File: src/rtl/led_pkg.sv
// Shared constants for the board LED pattern generator.
package led_pkg;

   // Pattern modes, sampled on every tick
   localparam logic [1:0] MODE_ROL   = 2'd0;
   localparam logic [1:0] MODE_ROR   = 2'd1;
   localparam logic [1:0] MODE_PING  = 2'd2;
   localparam logic [1:0] MODE_BLINK = 2'd3;

   // Ping-pong travel direction: up moves the lit bit towards the MSB
   localparam logic DIR_UP   = 1'b0;
   localparam logic DIR_DOWN = 1'b1;

   // One second at 50 MHz, expressed as interval minus one
   localparam logic [31:0] DEF_PERIOD_50M = 32'd49_999_999;

endpackage

File: src/rtl/led_tick_timer.sv
// Programmable interval timer for the LED pattern generator.
// Counts 0..period_r while enabled and raises tick on the cycle where the
// count has reached the period, so the consumer updates on that edge.
module led_tick_timer
   import led_pkg::*;
#(
   parameter int unsigned         PERIOD_W   = 32,
   parameter logic [PERIOD_W-1:0] DEF_PERIOD = PERIOD_W'(DEF_PERIOD_50M)
) (
   input  logic                fpga_clk_50,
   input  logic                rst,
   input  logic                en,
   input  logic                clr,
   input  logic                period_we,
   input  logic [PERIOD_W-1:0] period_i,
   output logic                tick
);

   localparam logic [PERIOD_W-1:0] TIMER_ZERO = {PERIOD_W{1'b0}};
   localparam logic [PERIOD_W-1:0] TIMER_ONE  = {{(PERIOD_W-1){1'b0}}, 1'b1};

   logic [PERIOD_W-1:0] timer_r;
   logic [PERIOD_W-1:0] period_r;
   logic [PERIOD_W-1:0] timer_nxt_s;
   logic [PERIOD_W-1:0] period_nxt_s;
   logic                tick_s;

   // Next timer/period values; clear beats tick beats shrink-clear beats count
   always_comb begin
      tick_s       = 1'b0;
      timer_nxt_s  = timer_r;
      period_nxt_s = period_r;

      // >= rather than == so a count left just above a freshly shrunk period
      // still returns to zero instead of running round the full counter range
      if (en && (timer_r >= period_r)) begin
         tick_s = 1'b1;
      end else begin
         tick_s = 1'b0;
      end

      if (period_we) begin
         period_nxt_s = period_i;
      end else begin
         period_nxt_s = period_r;
      end

      if (clr) begin
         timer_nxt_s = TIMER_ZERO;
      end else if (tick_s) begin
         timer_nxt_s = TIMER_ZERO;
      end else if (period_we && (timer_r > period_i)) begin
         timer_nxt_s = TIMER_ZERO;
      end else if (en) begin
         timer_nxt_s = timer_r + TIMER_ONE;
      end else begin
         timer_nxt_s = timer_r;
      end
   end

   // Timer and period registers
   always_ff @(posedge fpga_clk_50 or posedge rst) begin
      if (rst) begin
         timer_r  <= TIMER_ZERO;
         period_r <= DEF_PERIOD;
      end else begin
         timer_r  <= timer_nxt_s;
         period_r <= period_nxt_s;
      end
   end

   assign tick = tick_s;

endmodule

File: src/rtl/led_pattern_gen.sv
// Timed LED pattern generator: rotate-left, rotate-right, ping-pong or blink
// on N_LED outputs, with programmable tick period and pattern preload.
module led_pattern_gen
   import led_pkg::*;
#(
   parameter int unsigned         N_LED      = 4,
   parameter int unsigned         PERIOD_W   = 32,
   parameter logic [N_LED-1:0]    INIT       = {{(N_LED-1){1'b0}}, 1'b1},
   parameter logic [PERIOD_W-1:0] DEF_PERIOD = PERIOD_W'(DEF_PERIOD_50M)
) (
   input  logic                fpga_clk_50,
   input  logic                fpga_rst,
   input  logic                en,
   input  logic [1:0]          mode,
   input  logic                period_we,
   input  logic [PERIOD_W-1:0] period_i,
   input  logic                load,
   input  logic [N_LED-1:0]    load_val,
   output logic [N_LED-1:0]    led_o,
   output logic                tick_o,
   output logic                wrap_o
);

   logic [1:0]       rst_sync_r;
   logic             rst_s;
   logic             tick_s;

   logic [N_LED-1:0] led_r;
   logic [N_LED-1:0] base_r;
   logic             dir_r;
   logic             tick_r;
   logic             wrap_r;

   logic [N_LED-1:0] led_nxt_s;
   logic [N_LED-1:0] base_nxt_s;
   logic             dir_nxt_s;
   logic             tick_nxt_s;
   logic             wrap_nxt_s;

   // Reset asserts immediately but releases only on a clock edge
   always_ff @(posedge fpga_clk_50 or posedge fpga_rst) begin
      if (fpga_rst) begin
         rst_sync_r <= 2'b11;
      end else begin
         rst_sync_r <= {rst_sync_r[0], 1'b0};
      end
   end

   assign rst_s = rst_sync_r[1];

   led_tick_timer #(
      .PERIOD_W   (PERIOD_W),
      .DEF_PERIOD (DEF_PERIOD)
   ) u_timer (
      .fpga_clk_50 (fpga_clk_50),
      .rst         (rst_s),
      .en          (en),
      .clr         (load),
      .period_we   (period_we),
      .period_i    (period_i),
      .tick        (tick_s)
   );

   // Next pattern, direction and pulses; a load overrides a coincident tick
   always_comb begin
      led_nxt_s  = led_r;
      base_nxt_s = base_r;
      dir_nxt_s  = dir_r;
      tick_nxt_s = 1'b0;
      wrap_nxt_s = 1'b0;

      if (load) begin
         led_nxt_s  = load_val;
         base_nxt_s = load_val;
         dir_nxt_s  = DIR_UP;
      end else if (tick_s) begin
         tick_nxt_s = 1'b1;
         case (mode)
            MODE_ROL: begin
               led_nxt_s  = {led_r[N_LED-2:0], led_r[N_LED-1]};
               wrap_nxt_s = led_r[N_LED-1];
            end
            MODE_ROR: begin
               led_nxt_s  = {led_r[0], led_r[N_LED-1:1]};
               wrap_nxt_s = led_r[0];
            end
            MODE_PING: begin
               // Reversal happens when the leading edge reaches the end bit
               if (dir_r == DIR_UP) begin
                  if (led_r[N_LED-1]) begin
                     dir_nxt_s  = DIR_DOWN;
                     led_nxt_s  = led_r >> 1'b1;
                     wrap_nxt_s = 1'b1;
                  end else begin
                     led_nxt_s  = led_r << 1'b1;
                  end
               end else begin
                  if (led_r[0]) begin
                     dir_nxt_s  = DIR_UP;
                     led_nxt_s  = led_r << 1'b1;
                     wrap_nxt_s = 1'b1;
                  end else begin
                     led_nxt_s  = led_r >> 1'b1;
                  end
               end
            end
            MODE_BLINK: begin
               led_nxt_s  = ~led_r;
               wrap_nxt_s = ((~led_r) == base_r);
            end
            default: begin
               led_nxt_s  = led_r;
               wrap_nxt_s = 1'b0;
            end
         endcase
      end else begin
         tick_nxt_s = 1'b0;
         wrap_nxt_s = 1'b0;
      end
   end

   // Pattern state and registered status pulses
   always_ff @(posedge fpga_clk_50 or posedge rst_s) begin
      if (rst_s) begin
         led_r  <= INIT;
         base_r <= INIT;
         dir_r  <= DIR_UP;
         tick_r <= 1'b0;
         wrap_r <= 1'b0;
      end else begin
         led_r  <= led_nxt_s;
         base_r <= base_nxt_s;
         dir_r  <= dir_nxt_s;
         tick_r <= tick_nxt_s;
         wrap_r <= wrap_nxt_s;
      end
   end

   assign led_o  = led_r;
   assign tick_o = tick_r;
   assign wrap_o = wrap_r;

endmodule

File: config.mk
export PLATFORM = sky130hd
export DESIGN_NAME = led_pattern_gen
export DESIGN_NICKNAME = d
export VERILOG_FILES = /design/src/rtl/led_pkg.sv /design/src/rtl/led_tick_timer.sv /design/src/rtl/led_pattern_gen.sv
export SDC_FILE = /design/constraint.sdc
export NUM_CORES = 1
export LEC_CHECK = 0
export BUFFER_PORTS_ARGS = -buffer_cell sky130_fd_sc_hd__buf_2
export CAP_MARGIN = 40
export CORE_UTILIZATION = 50
export CTS_BUF_LIST = sky130_fd_sc_hd__clkbuf_2
export DETAILED_ROUTE_END_ITERATION = 10
export PLACE_DENSITY = 0.67
export SLEW_MARGIN = 20
export SYNTH_ARGS = -nofsm -noshare
export SYNTH_HDL_FRONTEND = slang
export SYNTH_SLANG_ARGS = --single-unit
export TNS_END_PERCENT = 50
File: constraint.sdc
create_clock -name fpga_clk_50 -period 3.2 [get_ports fpga_clk_50]
set_clock_uncertainty 0.15 [all_clocks]
set_input_delay 0.48 -clock fpga_clk_50 [delete_from_list [all_inputs] [get_ports fpga_clk_50]]
set_output_delay 0.48 -clock fpga_clk_50 [all_outputs]
set_load 0.01 [all_outputs]
# Word level (Yosys, flattened, before mapping)
# Index checks and enable logic that the tools add are counted.
# word_totals
reg_bits,77
inputBits,43
out_inout_bits,6
wordCells,47
# classes
add_sub_neg,1
order_cmp,2
n_eq_ne,4
mux,24
bitwise,1
n_reduce_logical,7
# ops
operator,count
two-way mux 32 bit,4
adder 32 x 1 -> 32 bit (second input constant),1
>= comparator 32 bit,1
greater-than comparator 32 bit,1
two-way mux 4 bit,5
case mux 4 bit (4 select lines),1
two-way mux 1 bit,13
equality test 2 bit (second input constant),2
equality test 4 bit,1
NOT 4 bit,1
case mux 1 bit (4 select lines),1
nonzero test 2 bit,2
nonzero test 4 bit,1
equality test 2 x 1 -> 1 bit (second input constant),1
logical AND 1 bit,2
logical NOT 2 bit,1
AND reduction 2 bit,1

# Logic depth before layout (Yosys ltp)
# logic_depth
ltp_word,5
depth_mapped,10
depth_no_buf,9

# Cells and area by module
# Synthesis repeated with hierarchy kept, for this count alone.
# hier_totals
cells_unflattened,650
hier_area_um2,5491.5
# modules_own_cells
mod,instances,cells_per_inst,area_each_um2,seq_area_each_um2
led_tick_timer,1,568,4704.5,1624.1
led_pattern_gen,1,82,787.0,330.3

# Worst setup path before layout
# Ideal clock, no wire load.
# synth_timing
path_type,register -> register
start,register u_timer.period_r[5]
end,register dir_r
setup_time_ns,0.094
arrival_time_ns,2.496
required_time_ns,2.956
path_slack_ns,0.460
path_stages_with_launch,9
n_path_buf,0
period_less_slack_ns,2.740
cell_sequence,dfstp_2 inv_1 ha_1 nand4_1 o311a_1 o41ai_4 a31oi_4 or4_1 a221oi_2
# synth_via
elab_chain_cells,5
# synth_lines
item,line_no,text
"start, declared",led_tick_timer.sv:23,logic [PERIOD_W-1:0] period_r;
"start signal, assigned",led_tick_timer.sv:68,period_r <= period_nxt_s;
>= comparator 32 bit,led_tick_timer.sv:36,if (en && (timer_r >= period_r)) begin
logical AND 1 bit,led_tick_timer.sv:36,
two-way mux 1 bit,led_tick_timer.sv:36,
nonzero test 2 bit (no line),n/a,
AND reduction 2 bit (no line),n/a,
"end signal, assigned",led_pattern_gen.sv:133,dir_r <= dir_nxt_s;
"end, declared",led_pattern_gen.sv:30,logic dir_r;
# Every way passes these cells.
# A chain may end at the register's enable or synchronous reset.

# Worst setup path in the final report
# layout_timing
start,register u_timer.period_r[25]
end,register u_timer.timer_r[15]
# layout_via
elab_chain_cells,5
elab_cells_between_ends,6
classes_between,order compare (1); mux (3); reduce/logical (2)
# layout_lines
item,line_no,text
>= comparator 32 bit (*),led_tick_timer.sv:36,
logical AND 1 bit (*),led_tick_timer.sv:36,
two-way mux 1 bit (*),led_tick_timer.sv:36,
two-way mux 32 bit,led_tick_timer.sv:50,end else if (tick_s) begin
two-way mux 32 bit,led_tick_timer.sv:48,if (clr) begin
"end signal, assigned",led_tick_timer.sv:67,timer_r <= timer_nxt_s;
"end, declared",led_tick_timer.sv:22,logic [PERIOD_W-1:0] timer_r;
# Mark *: on every way between the ends. The rest lies on a longest branch, timed or not.

==> out/results.ini <==
[outcome]
status=finished, final reports clean

[clock_network]
clk_latency_ns=0.54
cts_max_level=3
root_buffer=clkbuf_2
cts_tree=built
post_cts_buffers=0
clk_pin_slew_ns=0.21
clk_path_buf_depth=2
cts-buffers-inserted=9
cts_sinks=77

[yosys]
yosysWarnings=0
synth-edff-count=0
synth_area_mm2=0.00504
ys_types=46
synth_area_leader_cell=dfrtp_1
synth_area_leaders=dfrtp_1, ha_1, dfstp_2
async_reset_ff_frac=1.00
yosysTopAreaCellShare=0.273
synthCells=574
ys_ff_latch=77
synthFlopType=dfrtp_1
syn_nets=682
synth_area_per_cell_um2=8.79
ys_seq_area_frac=0.387

[route]
wire_per_inst_um=14.3
postRouteAntennaNets=0
dr.pass1.iters=4
dr.first_iter.drc_count=117
drt-total-wl_mm=11.3
num_vias=4223
vias_per_cell=5.33
remaining_drc_errors=0

[sta]
fmax_mhz=330
rsz0062_at_grt=false
tns_ns=0
worst_pin_slew_ns=0.828
final_hold_viol_count=0
min_period_ns=3.03
setup_viol=0
report.final.slew_viol_count=0
relSlewSlack=0.444
period_share=0.946

[min_path]
hold_class=primary input to flip-flop
hp-start=period_i[14]

[die]
start_util=0.516
dieArea_mm2=0.0105
ioPinCount=49
core_mm2=0.00977
die_x_um=102
rows=36
fp.dieH_um=102

[worst_setup_path]
critPathMaxFanout=17
required_ns=3.54
critPathLaunchType=flip-flop
crit_type=flip-flop to flip-flop
slowest_delay_ns=0.56
path_cells=inv_1, ha_1, a21o_1, a221o_1, a221oi_1, o22ai_1, a31oi_4, nand4b_1, buf_4, nor2_1
slowest_stage=dfstp_2
cp.arrival_ns=3.37
worstSetupEndpointType=flip-flop
timing.rr.start=u_timer.period_r[25]
critPathLaunch=u_timer.period_r[25]

[grt]
grt_start_max_net_pins=41
grt_first_pass_wirelength_mm=18.8
overflow=0
first_global_vias=4045
antenna_found_initial=0
grt_usage=0.233

[finish]
num-nets-final=762
final_common_cell=inv_1
layout-drive-gt1-share=0.147
area_growth_syn_to_layout_pct=17.0
layout_common_cells=inv_1, nand2_1, ha_1
n_antenna_cell=0

[pwr]
power.leakage_nw=3.05
irDropWorstVdd_v=0.000162
power.density_mw_per_mm2=323
power_w=0.00190

[placement]
place.port_buffers=48
dp_hpwl_mm=8.21
routabilityCongestion=0.893

[flow_run]
cap_violations=0

## report_power, final
group          switching [W]  internal, W
registers          0.0000264      0.00104
clock network       0.000352     0.000181
logic               0.000173     0.000131
## cell families after synthesis
group,after synthesis,share of synthesized area
compound gates,107,0.134
xor+xnor,34,0.0590
fa+ha+maj,65,0.161
buf+inv,93,0.0697
flops,77,0.387
mux,4,0.00819
other cells,1,0.000744
simple gates,193,0.180
## worst max-delay path, delay by kind of cell, from the launching register on
kind / cells / cell delay, ns
buffers and inverters: 2 / 0.28
adders and majority gates: 1 / 0.31
and+or+nand+nor: 2 / 0.30
DFF: 1 / 0.56
AOI/OAI and AO/OA: 5 / 1.38
## cell usage after synthesis (all sizes together) (3+ instances only)
library cell,n
a21o,8
and4,4
clkbuf,16
a31oi,4
nand3,25
mux2i,3
nand4,15
nor2,47
ha,65
xnor2,12
o21ai,50
and2,3
nor3,5
and3,9
dfrtp,55
a21oi,24
nand3b,3
nand2b,3
nand2,67
inv,75
a221o,3
a221oi,3
dfstp,22
xor2,22
nor2b,6
## what timing repair did
action / 4_1_cts / 5_1_grt
resized for setup: 0 / 1
hold buffers: 34 / 0
hold endpoints to repair: 38 / 0
setup endpoints to repair: 0 / 7
## sequential cells by signal, summed over array words and instances (netlist names)
signal	flops
base_r	4
tick_o	1
wrap_o	1
led_o	4
u_timer.period_r	32
dir_r	1
u_timer.timer_r	32
rst_sync_r	2
## final timing paths
path | endpoint | cells past startpoint | slack (ns)
max reg2reg | u_timer.timer_r[15] | 10 | 0.17
max in group asynchronous | u_timer.period_r[5] | 3 | 1.98
max | u_timer.timer_r[15] | 10 | 0.17
min in group asynchronous | u_timer.period_r[30] | 1 | 0.09
min | u_timer.period_r[14] | 3 | 0.03
min reg2reg | u_timer.period_r[30] | 1 | 0.09
## per-layer routing
layer / GRT usage / wire, µm / share of wire
met5: 0 / 0 / 0
met4: 0.0978 / 227 / 0.020
met3: 0.0267 / 307 / 0.027
met1: 0.299 / 5330 / 0.47
met2: 0.397 / 5470 / 0.48
## layout make-up
class | count | area [µm²]
tap | 133 | 166
inverter | 75 | 282
timing repair buffer | 87 | 651
clock buffer | 11 | 55.1
multi-input combinational | 404 | 2740
sequential | 77 | 1950
clock inverter | 5 | 51.3
fill | 872 | 3870
## per-stage QoR
step,instance area [µm²],cells,utilization,hold slack [ns],setup WS (ns)
2_1_floorplan,5040,574,-,0.195,0.460
3_3_place_gp,5420,741,0.555,0.197,0.265
3_5_place_dp,5420,741,0.555,0.202,0.182
4_1_cts,5870,791,0.600,0.00916,0.156
5_1_grt,5900,792,0.604,0.0223,0.0184
6_report,5900,792,0.604,0.0302,0.172
No activity file was read; power rests on OpenSTA's default activity.
